==> config.mk <==
export PLATFORM = sky130hd
export DESIGN_NAME = request_arbiter_flat
export DESIGN_NICKNAME = d
export VERILOG_FILES = /design/src/rtl/request_arbiter_pkg.sv /design/src/rtl/request_arbiter_if.sv /design/src/rtl/request_arbiter_round_robin_priority.sv /design/src/rtl/request_arbiter.sv /design/src/flat_wrapper.sv
export SDC_FILE = /design/constraint.sdc
export NUM_CORES = 1
export LEC_CHECK = 0
export BUFFER_PORTS_ARGS = -buffer_cell sky130_fd_sc_hd__buf_2
export CAP_MARGIN = 0
export CORE_ASPECT_RATIO = 1.25
export CORE_MARGIN = 2
export CORE_UTILIZATION = 40
export CTS_BUF_LIST = sky130_fd_sc_hd__clkbuf_8
export CTS_CLUSTER_SIZE = 40
export DETAILED_ROUTE_END_ITERATION = 10
export GPL_TIMING_DRIVEN = 0
export PLACE_DENSITY = 0.6
export SETUP_SLACK_MARGIN = 0.1
export SYNTH_ARGS = -nofsm -noshare
export SYNTH_HDL_FRONTEND = slang
export SYNTH_HIERARCHICAL = 1
export SYNTH_SLANG_ARGS = --single-unit
==> constraint.sdc <==
create_clock -name clk -period 5.8 [get_ports clk]
set_input_delay 1.16 -clock clk [delete_from_list [all_inputs] [get_ports clk]]
set_output_delay 1.16 -clock clk [all_outputs]
set_load 0.05 [all_outputs]
==> src/rtl/request_arbiter_pkg.sv <==
`default_nettype none
// +--------------------------------------------------------------------+
// | request_arbiter_pkg : shared state encodings, limits and helpers   |
// | Rev 1.0                                                            |
// +--------------------------------------------------------------------+
package request_arbiter_pkg;

  localparam int MAX_ARB_INPUTS = 8;
  localparam int IDX_W          = 3;

  typedef enum logic {
    ARB_IDLE = 1'b0,
    ARB_BUSY = 1'b1
  } arb_state_t;

  function automatic int clog2(input int value);
    int r;
    r = 0;
    for (int i = 0; i < 31; i++) begin
      if ((1 << i) < value) r = i + 1;
    end
    return r;
  endfunction

endpackage
`default_nettype wire

==> src/rtl/request_arbiter_if.sv <==
`default_nettype none
// +--------------------------------------------------------------------+
// | request_arbiter_if : requester/target handshake bundle             |
// | Rev 1.0                                                            |
// +--------------------------------------------------------------------+
interface request_arbiter_if #(
  parameter int INPUTS = 4
);
  import request_arbiter_pkg::*;

  logic [INPUTS-1:0] requestValid;
  logic              targetAck;
  logic [INPUTS-1:0] grant;
  logic              grantValid;
  logic [INPUTS-1:0] ack;
  logic [INPUTS-1:0] error;
  logic [IDX_W-1:0]  grantIndex;

  modport master (
    input  requestValid, targetAck,
    output grant, grantValid, ack, error, grantIndex
  );

  modport slave (
    output requestValid, targetAck,
    input  grant, grantValid, ack, error, grantIndex
  );

endinterface
`default_nettype wire

==> src/rtl/request_arbiter_round_robin_priority.sv <==
`default_nettype none
// +--------------------------------------------------------------------+
// | round_robin_priority : combinational rotate/pick/rotate-back       |
// | Rev 1.0                                                            |
// +--------------------------------------------------------------------+
module round_robin_priority
  import request_arbiter_pkg::*;
#(
  parameter int INPUTS = 4
) (
  input  logic [INPUTS-1:0] i_request,
  input  logic [IDX_W-1:0]  i_lastGrant,
  output logic [INPUTS-1:0] o_nextGrant,
  output logic [IDX_W-1:0]  o_nextIndex,
  output logic              o_anyRequest
);

  localparam logic [IDX_W-1:0] c_last   = IDX_W'(INPUTS - 1);
  localparam logic [IDX_W:0]   c_inputs = (IDX_W + 1)'(INPUTS);

  logic [IDX_W-1:0]    w_start;
  logic [2*INPUTS-1:0] w_shift_r;
  logic [INPUTS-1:0]   w_rotated;
  logic [INPUTS-1:0]   w_pick_rot;
  logic [2*INPUTS-1:0] w_shift_l;
  logic [IDX_W-1:0]    w_offset;
  logic [IDX_W:0]      w_sum;

  always_comb begin
    w_start    = (i_lastGrant >= c_last) ? '0 : i_lastGrant + 3'd1;
    // rotate so the highest-priority requester lands on bit 0
    w_shift_r  = {i_request, i_request} >> w_start;
    w_rotated  = w_shift_r[INPUTS-1:0];
    w_pick_rot = w_rotated & (~w_rotated + 1'b1);
    w_shift_l  = {w_pick_rot, w_pick_rot} << w_start;
    w_offset   = '0;
    for (int j = INPUTS - 1; j >= 0; j--) begin
      if (w_rotated[j]) w_offset = IDX_W'(j);
    end
    w_sum = {1'b0, w_start} + {1'b0, w_offset};
    if (w_sum >= c_inputs) w_sum = w_sum - c_inputs;
  end

  assign o_nextGrant  = w_shift_l[2*INPUTS-1:INPUTS];
  assign o_nextIndex  = w_sum[IDX_W-1:0];
  assign o_anyRequest = |i_request;

endmodule
`default_nettype wire

==> src/rtl/request_arbiter.sv <==
`default_nettype none
// +--------------------------------------------------------------------+
// | request_arbiter : round-robin grant FSM with timeout and ack route |
// | Rev 1.0                                                            |
// +--------------------------------------------------------------------+
module request_arbiter
  import request_arbiter_pkg::*;
#(
  parameter int INPUTS  = 4,
  parameter int TIMEOUT = 255
) (
  input  logic             clk,
  input  logic             rst,
  request_arbiter_if.master bus
);

  localparam int CNT_W = (clog2(TIMEOUT + 1) < 1) ? 1 : clog2(TIMEOUT + 1);
  localparam logic [CNT_W-1:0] c_timeout    = CNT_W'(TIMEOUT);
  localparam logic [IDX_W-1:0] c_last_reset = IDX_W'(INPUTS - 1);

  arb_state_t        r_state, w_state_nxt;
  logic [INPUTS-1:0] r_grant, w_grant_nxt;
  logic [IDX_W-1:0]  r_grantIndex, w_index_nxt;
  logic [IDX_W-1:0]  r_lastGrant, w_last_nxt;
  logic [CNT_W-1:0]  r_cnt, w_cnt_nxt;

  logic [INPUTS-1:0] w_pick_grant;
  logic [IDX_W-1:0]  w_pick_index;
  logic              w_any;
  logic              w_held;
  logic              w_timeout_hit;
  logic              w_release;
  logic              w_err_fire;

  round_robin_priority #(
    .INPUTS (INPUTS)
  ) u_pick (
    .i_request    (bus.requestValid),
    .i_lastGrant  (r_lastGrant),
    .o_nextGrant  (w_pick_grant),
    .o_nextIndex  (w_pick_index),
    .o_anyRequest (w_any)
  );

  always_ff @(posedge clk or posedge rst) begin
    if (rst) begin
      r_state      <= ARB_IDLE;
      r_grant      <= '0;
      r_grantIndex <= '0;
      r_lastGrant  <= c_last_reset;
      r_cnt        <= '0;
    end else begin
      r_state      <= w_state_nxt;
      r_grant      <= w_grant_nxt;
      r_grantIndex <= w_index_nxt;
      r_lastGrant  <= w_last_nxt;
      r_cnt        <= w_cnt_nxt;
    end
  end

  always_comb begin
    w_state_nxt   = r_state;
    w_grant_nxt   = r_grant;
    w_index_nxt   = r_grantIndex;
    w_last_nxt    = r_lastGrant;
    w_cnt_nxt     = r_cnt;
    w_release     = 1'b0;
    w_err_fire    = 1'b0;
    w_held        = |(bus.requestValid & r_grant);
    w_timeout_hit = (TIMEOUT != 0) && (r_cnt == c_timeout);
    case (r_state)
      ARB_IDLE: begin
        if (w_any) begin
          w_grant_nxt = w_pick_grant;
          w_index_nxt = w_pick_index;
          w_cnt_nxt   = '0;
          w_state_nxt = ARB_BUSY;
        end
      end
      ARB_BUSY: begin
        if (r_cnt != c_timeout) w_cnt_nxt = r_cnt + 1'b1;
        // ack beats abort beats timeout
        if (bus.targetAck) begin
          w_release = 1'b1;
        end else if (!w_held) begin
          w_release = 1'b1;
        end else if (w_timeout_hit) begin
          w_release  = 1'b1;
          w_err_fire = 1'b1;
        end
        if (w_release) begin
          w_grant_nxt = '0;
          w_index_nxt = '0;
          w_last_nxt  = r_grantIndex;
          w_state_nxt = ARB_IDLE;
        end
      end
      default: w_state_nxt = ARB_IDLE;
    endcase
  end

  assign bus.grant      = r_grant;
  assign bus.grantValid = |r_grant;
  assign bus.grantIndex = r_grantIndex;
  assign bus.ack        = r_grant & {INPUTS{bus.targetAck}};
  assign bus.error      = r_grant & {INPUTS{w_err_fire}};

endmodule
`default_nettype wire

==> src/flat_wrapper.sv <==
// flat-port wrapper written by rule: the top's interface ports become plain ports
module request_arbiter_flat import request_arbiter_pkg::*;
#(
  parameter int INPUTS  = 4,
  parameter int TIMEOUT = 255
)
  (clk, rst, bus_requestValid, bus_targetAck, bus_grant, bus_grantValid, bus_ack, bus_error, bus_grantIndex);
  request_arbiter_if #(.INPUTS(INPUTS)) bus_i ();
  input  logic clk;
  input  logic rst;
  input wire logic [$bits(bus_i.requestValid)-1:0] bus_requestValid;
  input wire logic [$bits(bus_i.targetAck)-1:0] bus_targetAck;
  output wire logic [$bits(bus_i.grant)-1:0] bus_grant;
  output wire logic [$bits(bus_i.grantValid)-1:0] bus_grantValid;
  output wire logic [$bits(bus_i.ack)-1:0] bus_ack;
  output wire logic [$bits(bus_i.error)-1:0] bus_error;
  output wire logic [$bits(bus_i.grantIndex)-1:0] bus_grantIndex;
  assign bus_i.requestValid = bus_requestValid;
  assign bus_i.targetAck = bus_targetAck;
  assign bus_grant = bus_i.grant;
  assign bus_grantValid = bus_i.grantValid;
  assign bus_ack = bus_i.ack;
  assign bus_error = bus_i.error;
  assign bus_grantIndex = bus_i.grantIndex;
  request_arbiter #(.INPUTS(INPUTS), .TIMEOUT(TIMEOUT)) u_core (.clk(clk), .rst(rst), .bus(bus_i));
endmodule
* After elaboration in Yosys (flattened, before gate mapping) *
Cells that the tools add are included.

operators by class
  $mul = 0
  muxes and demuxes = 25
  add/subtract/negate cells = 5
  $lt $le $gt $ge = 2
  shift-type cells = 2
  reductions and logical operators = 6
  div/mod/pow operators = 0
  equality and inequality tests = 5
  bitwise gates (word level) = 6

operator list
  operator                                                                number
  3-bit two-way mux                                                       7
  4-bit AND                                                               4
  8-bit two-way mux                                                       2
  8-bit one-hot mux with 2 select lines                                   1
  4-bit OR reduction                                                      3
  1-bit two-way mux                                                       9
  8-bit by 1-bit adder with 8-bit output (second input constant)          1
  8-bit == test (second input constant)                                   1
  4-bit two-way mux                                                       2
  8-bit != test (second input constant)                                   1
  4-bit one-hot mux with 2 select lines                                   1
  8-bit by 3-bit << shifter with 8-bit output                             1
  8-bit by 3-bit >> shifter with 4-bit output                             1
  2-bit != test (second input constant)                                   3
  3-bit one-hot mux with 2 select lines                                   1
  2-bit AND reduction                                                     3
  3-bit by 3-bit adder with 4-bit output                                  1
  4-bit by 1-bit adder with 4-bit output (second input constant)          1
  4-bit by 3-bit >= comparator with 1-bit output (second input constant)  1
  4-bit inverter                                                          1
  3-bit by 1-bit adder with 3-bit output (second input constant)          1
  3-bit by 2-bit >= comparator with 1-bit output (second input constant)  1
  3-bit subtractor (second input constant)                                1
  2-bit two-way mux                                                       1
  2 further kinds                                                         2

storage, ports and cells
  bits in writable memories = 0
  input port bits = 7
  latch bits = 0
  bits in registers = 19
  memories kept = 0
  output and inout bits = 16
  bits in read-only memories = 0

* Depth between registers and ports, before layout *
  depth in word-level cells = 12
  mapped depth = 13
  depth with buffers taken out = 13

* By module *
Netlist, hierarchy kept.

by module, submodules not included
  module                cells each  times used  area an instance (sq um)
  request_arbiter       104         1           970.9
  round_robin_priority  61          1           447.9

* Least setup slack after synthesis *
OpenSTA, ideal clock, no wires.

  path type = input -> output
  start = in bus_requestValid[2]
  end = out bus_error[0]
  buffers on the path = 0
  data arrival time = 2156 ps
  setup slack = 2484 ps
  stages = 4
  path through = a22oi_1 -> a21o_1 -> nor3_1 -> and2_1

on the way
  word-level cells in the longest chain between the ends = 6

ends and longest elaborated chain
  item                RTL line                source
  start, declared     flat_wrapper.sv:11      input wire logic [$bits(bus_i.requestValid)-1:0] bus_requestValid;
  4-bit AND           request_arbiter.sv:69   w_held = |(bus.requestValid & r_grant);
  4-bit OR reduction  request_arbiter.sv:69
  1-bit two-way mux   request_arbiter.sv:85   end else if (!w_held) begin
  1-bit two-way mux   request_arbiter.sv:83   if (bus.targetAck) begin
  1-bit two-way mux   request_arbiter.sv:71   case (r_state)
  4-bit AND           request_arbiter.sv:106  assign bus.error = r_grant & {INPUTS{w_err_fire}};
  end, declared       flat_wrapper.sv:16      output wire logic [$bits(bus_i.error)-1:0] bus_error;

Every way passes these cells.

* Final worst setup path *
  start = reg u_core.r_lastGrant[0]
  end = reg u_core.r_grantIndex[2] (netlist: u_core/bus.grantIndex[2])

on the way
  word-level cells in the longest chain between the ends = 12
  elaborated cells between the ends (all ways) = 14
  those cells by class = 3 x add/sub; 2 x order compare; 1 x shift; 8 x mux

ends and longest elaborated chain
  item                                                                                                      RTL line                                    source
  start, declared                                                                                           request_arbiter.sv:24                       logic [IDX_W-1:0] r_lastGrant, w_last_nxt;
  start signal, assigned                                                                                    request_arbiter.sv:50                       r_lastGrant <= c_last_reset;
  start signal, assigned                                                                                    request_arbiter.sv:56                       r_lastGrant <= w_last_nxt;
  3-bit by 1-bit adder with 3-bit output or 3-bit by 2-bit >= comparator with 1-bit output (tied branches)  request_arbiter_round_robin_priority.sv:30  w_start = (i_lastGrant >= c_last) ? '0 : i_lastGrant + 3'd1;
  3-bit two-way mux (*)                                                                                     request_arbiter_round_robin_priority.sv:30
  8-bit by 3-bit >> shifter with 4-bit output                                                               request_arbiter_round_robin_priority.sv:32  w_shift_r = {i_request, i_request} >> w_start;
  2-bit two-way mux                                                                                         request_arbiter_round_robin_priority.sv:38  if (w_rotated[j]) w_offset = IDX_W'(j);
  3-bit two-way mux (3 in a row)                                                                            request_arbiter_round_robin_priority.sv:38
  3-bit by 3-bit adder with 4-bit output (*)                                                                request_arbiter_round_robin_priority.sv:40  w_sum = {1'b0, w_start} + {1'b0, w_offset};
  4-bit by 3-bit >= comparator with 1-bit output or 3-bit subtractor (tied branches)                        request_arbiter_round_robin_priority.sv:41  if (w_sum >= c_inputs) w_sum = w_sum - c_inputs;
  3-bit two-way mux (*)                                                                                     request_arbiter_round_robin_priority.sv:41
  named net u_core.w_pick_index[2]                                                                          request_arbiter.sv:28                       logic [IDX_W-1:0] w_pick_index;
  3-bit two-way mux (*)                                                                                     request_arbiter.sv:73                       if (w_any) begin
  3-bit one-hot mux with 2 select lines (*)                                                                 request_arbiter.sv:71
  end signal, assigned                                                                                      request_arbiter.sv:55                       r_grantIndex <= w_index_nxt;
  end, declared                                                                                             request_arbiter.sv:23                       logic [IDX_W-1:0] r_grantIndex, w_index_nxt;

Mark *: on every way through the listed nets, which the timed path passes. The rest lies on a longest branch. The select of a mux whose other input is x is not followed.
A chain may end at the register's enable or synchronous reset.

==> impl_metrics.toml <==
[min_path]
worstHoldStart = "u_core/r_cnt[6]$_DFFE_PP0P_"
hold_class = "register to register"

[finish]
layout-drive-gt1-share_pct = 24.1
multi_input_area_um2 = 870
fillCellCount = 328
final_util_pct = 47.0
antennaDiodeCount = 0
ff_latch_area_um2 = 478
fin_nets = 205
syn_to_final_growth_pct = 14.4

[status]
status = "complete, no violations"

[worst_setup_path]
crit_family = "compound AO/OA/AOI/OAI gates"
cp-end-kind = "register"
cpMostUsedCell = "ha_1"
cp_max_fo = 9
path_class = "register to register"
crit_required_ns = 5.94
crit_chain = "ha_1, ha_1, a2111oi_0, o21a_1, a311oi_2, and2b_1, a21o_1, ha_1, fa_1, and3b_1, nand2_1, a21oi_1"
critPathMaxStageDelay_ns = 0.91
regToRegSetupSlack_ns = 2.12
cp.arrival_ns = 3.81
critPathSlowestCell = "a2111oi_0"
start_kind = "register"
setup.worst_path.start = "u_core/r_lastGrant[0]$_DFFE_PP1P_"
critPathBufInv = 0
r2r_start = "u_core/r_lastGrant[0]$_DFFE_PP1P_"

[global_route]
grt_pass1_wl_um = 5530
grt_max_degree = 20
grt_pass1_vias = 1228
grt_use_total_pct = 16.8
antenna_found_initial = 0
overflow = 0

[yosys]
synth.most_common_cell = "nand2_1"
synth_area_leader_cell = "dfrtp_1"
syn-cell-area_um2 = 1420
ys_warn_count = 6
yosysUniqueCellTypes = 53
seq_area_frac_synth_pct = 33.7
synthCells = 165
synth_commonest_cells = "27 x nand2_1, 17 x dfrtp_1, 11 x a21oi_1"
synth_edf_count = 0
yosysTopAreaCellShare_pct = 30.0
synth_area_leaders = "dfrtp_1 30%, nand2_1 7.1%, ha_1 4.4%"
syn-num-nets = 178
synth_area_per_cell_um2 = 8.60
yosys_most_used_dff = "dfrtp_1"
yosys_register_bits = 19
synthArstFlopShare_pct = 100

[route]
finalWirelength_um = 3270
drc = 0
wl_per_cell_um = 14.2
viasPerCell = 5.69
detail-route-antenna-nets = 0
drt_first_pass_iters = 4
drt-initial-drc-count = 40
via_count = 1308

[clock_tree]
htreeDepth = 1
cts_tree = "done"
path_clk_slew_ns = 0.07
clock_latency_ns = 0.25
cts_setup_buffers = 0
cts_root_buffer = "clkbuf_8"
clock_sinks = 19
cts_resized = 0
holdBufCountCts = 0
clockBufferDepth = 2
numCtsBuffers = 3

[die]
core_area_um2 = 3450
initial_core_util_pct = 41.1
die_area_um2 = 4040
row_count = 24
ios = 23
die_x_um = 57.3
die_y_um = 70.6

[placed_design]
finalWeightedCongestion = 0.877
io_buffers = 22
dp_hpwl_um = 2580

[sta]
fmax_ghz = 0.272
finalCritPeriodShare_pct = 63.4
min_period_ns = 3.68
relSlewSlack_pct = 31.2
slew_viol_final = 0
hold_viol_final = 0
skew_ns = 0.00424
max_slew.worst_pin.slew_ns = 1.01
setup_viol = 0
tns_ns = 0
rsz0062_at_grt = "false"

[pwr]
power_uw = 800
intPower_uw = 398
power_density_nw_per_um2 = 493
p_switching_uw = 402
sw_frac_of_total_pct = 50.2
p_leak_uw = 0.000747
p_comb_share_pct = 63.1
pwr-share-clk_pct = 10.9
vdd_drop_max_v = 0.000256
sequentialPowerShare_pct = 26.0

[flow_run]
cap_violations = 0
==> final timing paths <==
path / to / cells past startpoint
max in group asynchronous: u_core/r_lastGrant[2]$_DFFE_PP0P_ / 2
min reg2reg: u_core/r_cnt[6]$_DFFE_PP0P_ / 1
min: u_core/r_cnt[6]$_DFFE_PP0P_ / 1
max: u_core/bus.grantIndex[2]$_DFFE_PP0P_ / 12
max reg2reg: u_core/bus.grantIndex[2]$_DFFE_PP0P_ / 12
min in group asynchronous: u_core/r_cnt[6]$_DFFE_PP0P_ / 2
==> metrics by stage <==
stage | hold slack (ns) | std cells | setup WS (ns) | cell area [um^2]
floorplan | 0.459 | 165 | 2.48 | 1420
global placement | 0.498 | 226 | 2.16 | 1580
detailed placement | 0.507 | 226 | 2.13 | 1580
CTS | 0.522 | 230 | 2.12 | 1620
global route | 0.544 | 230 | 1.95 | 1620
finish | 0.516 | 230 | 2.12 | 1620
==> registers in the layout, summed over array words and instances, names as in the netlist <==
signal / flops
u_core/r_cnt: 8
u_core/r_lastGrant: 3
u_core/r_state: 1
u_core/bus.grant: 4
u_core/bus.grantIndex: 3
==> cell type report <==
type,count,share of cell area (%)
Multi-Input combinational cell,134,53.6
Sequential cell,19,29.5
Timing Repair Buffer,22,6.78
Tap cell,39,3.01
Clock buffer,3,2.54
Buffer,6,2.54
Inverter,6,1.85
Clock inverter,1,0.231
==> logic make-up (layout without fill, tap and decap cells) <==
kind of cell    after synthesis  in the layout  share of synthesized area [%]
fa+ha+maj                     6              6                           5.82
mux                           5              5                           4.85
simple gates                 75             75                           26.8
buf+inv                      12             38                           5.03
compound gates               48             48                           23.8
flops                        19             19                           33.7
==> power groups by stage <==
stage | logic, uW | registers, uW | clock network [uW]
floorplan | 357 | 250 | 0
global placement | 497 | 209 | 0
detailed placement | 505 | 211 | 0
CTS | 506 | 209 | 90.6
global route | 557 | 214 | 95.7
finish | 504 | 208 | 87.3
==> metal layers <==
| metal | global-route usage (%) | part of all wire (%) | vias to the layer above |
|---|---|---|---|
| met5 | 0 | 0 | - |
| met4 | 6.46 | 0.95 | 0 |
| met3 | 2.19 | 2.5 | 4 |
| met2 | 30.5 | 55 | 17 |
| met1 | 19.7 | 42 | 622 |
| li1 | - | - | 665 |
==> placed cells by master (no fill, tap or decap), types with 3 or more instances in the layout <==
cell type / instances
ha_1: 5
o22ai_1: 3
nor3_1: 3
mux2_4: 3
nand3_1: 8
nand2_1: 27
buf_2: 25
o21a_1: 5
inv_1: 5
dfrtp_1: 17
clkbuf_8: 3
nor2_1: 10
and2_1: 6
nand2b_1: 3
o21ai_0: 8
a21oi_1: 11
(Power assumes the default switching activity.)
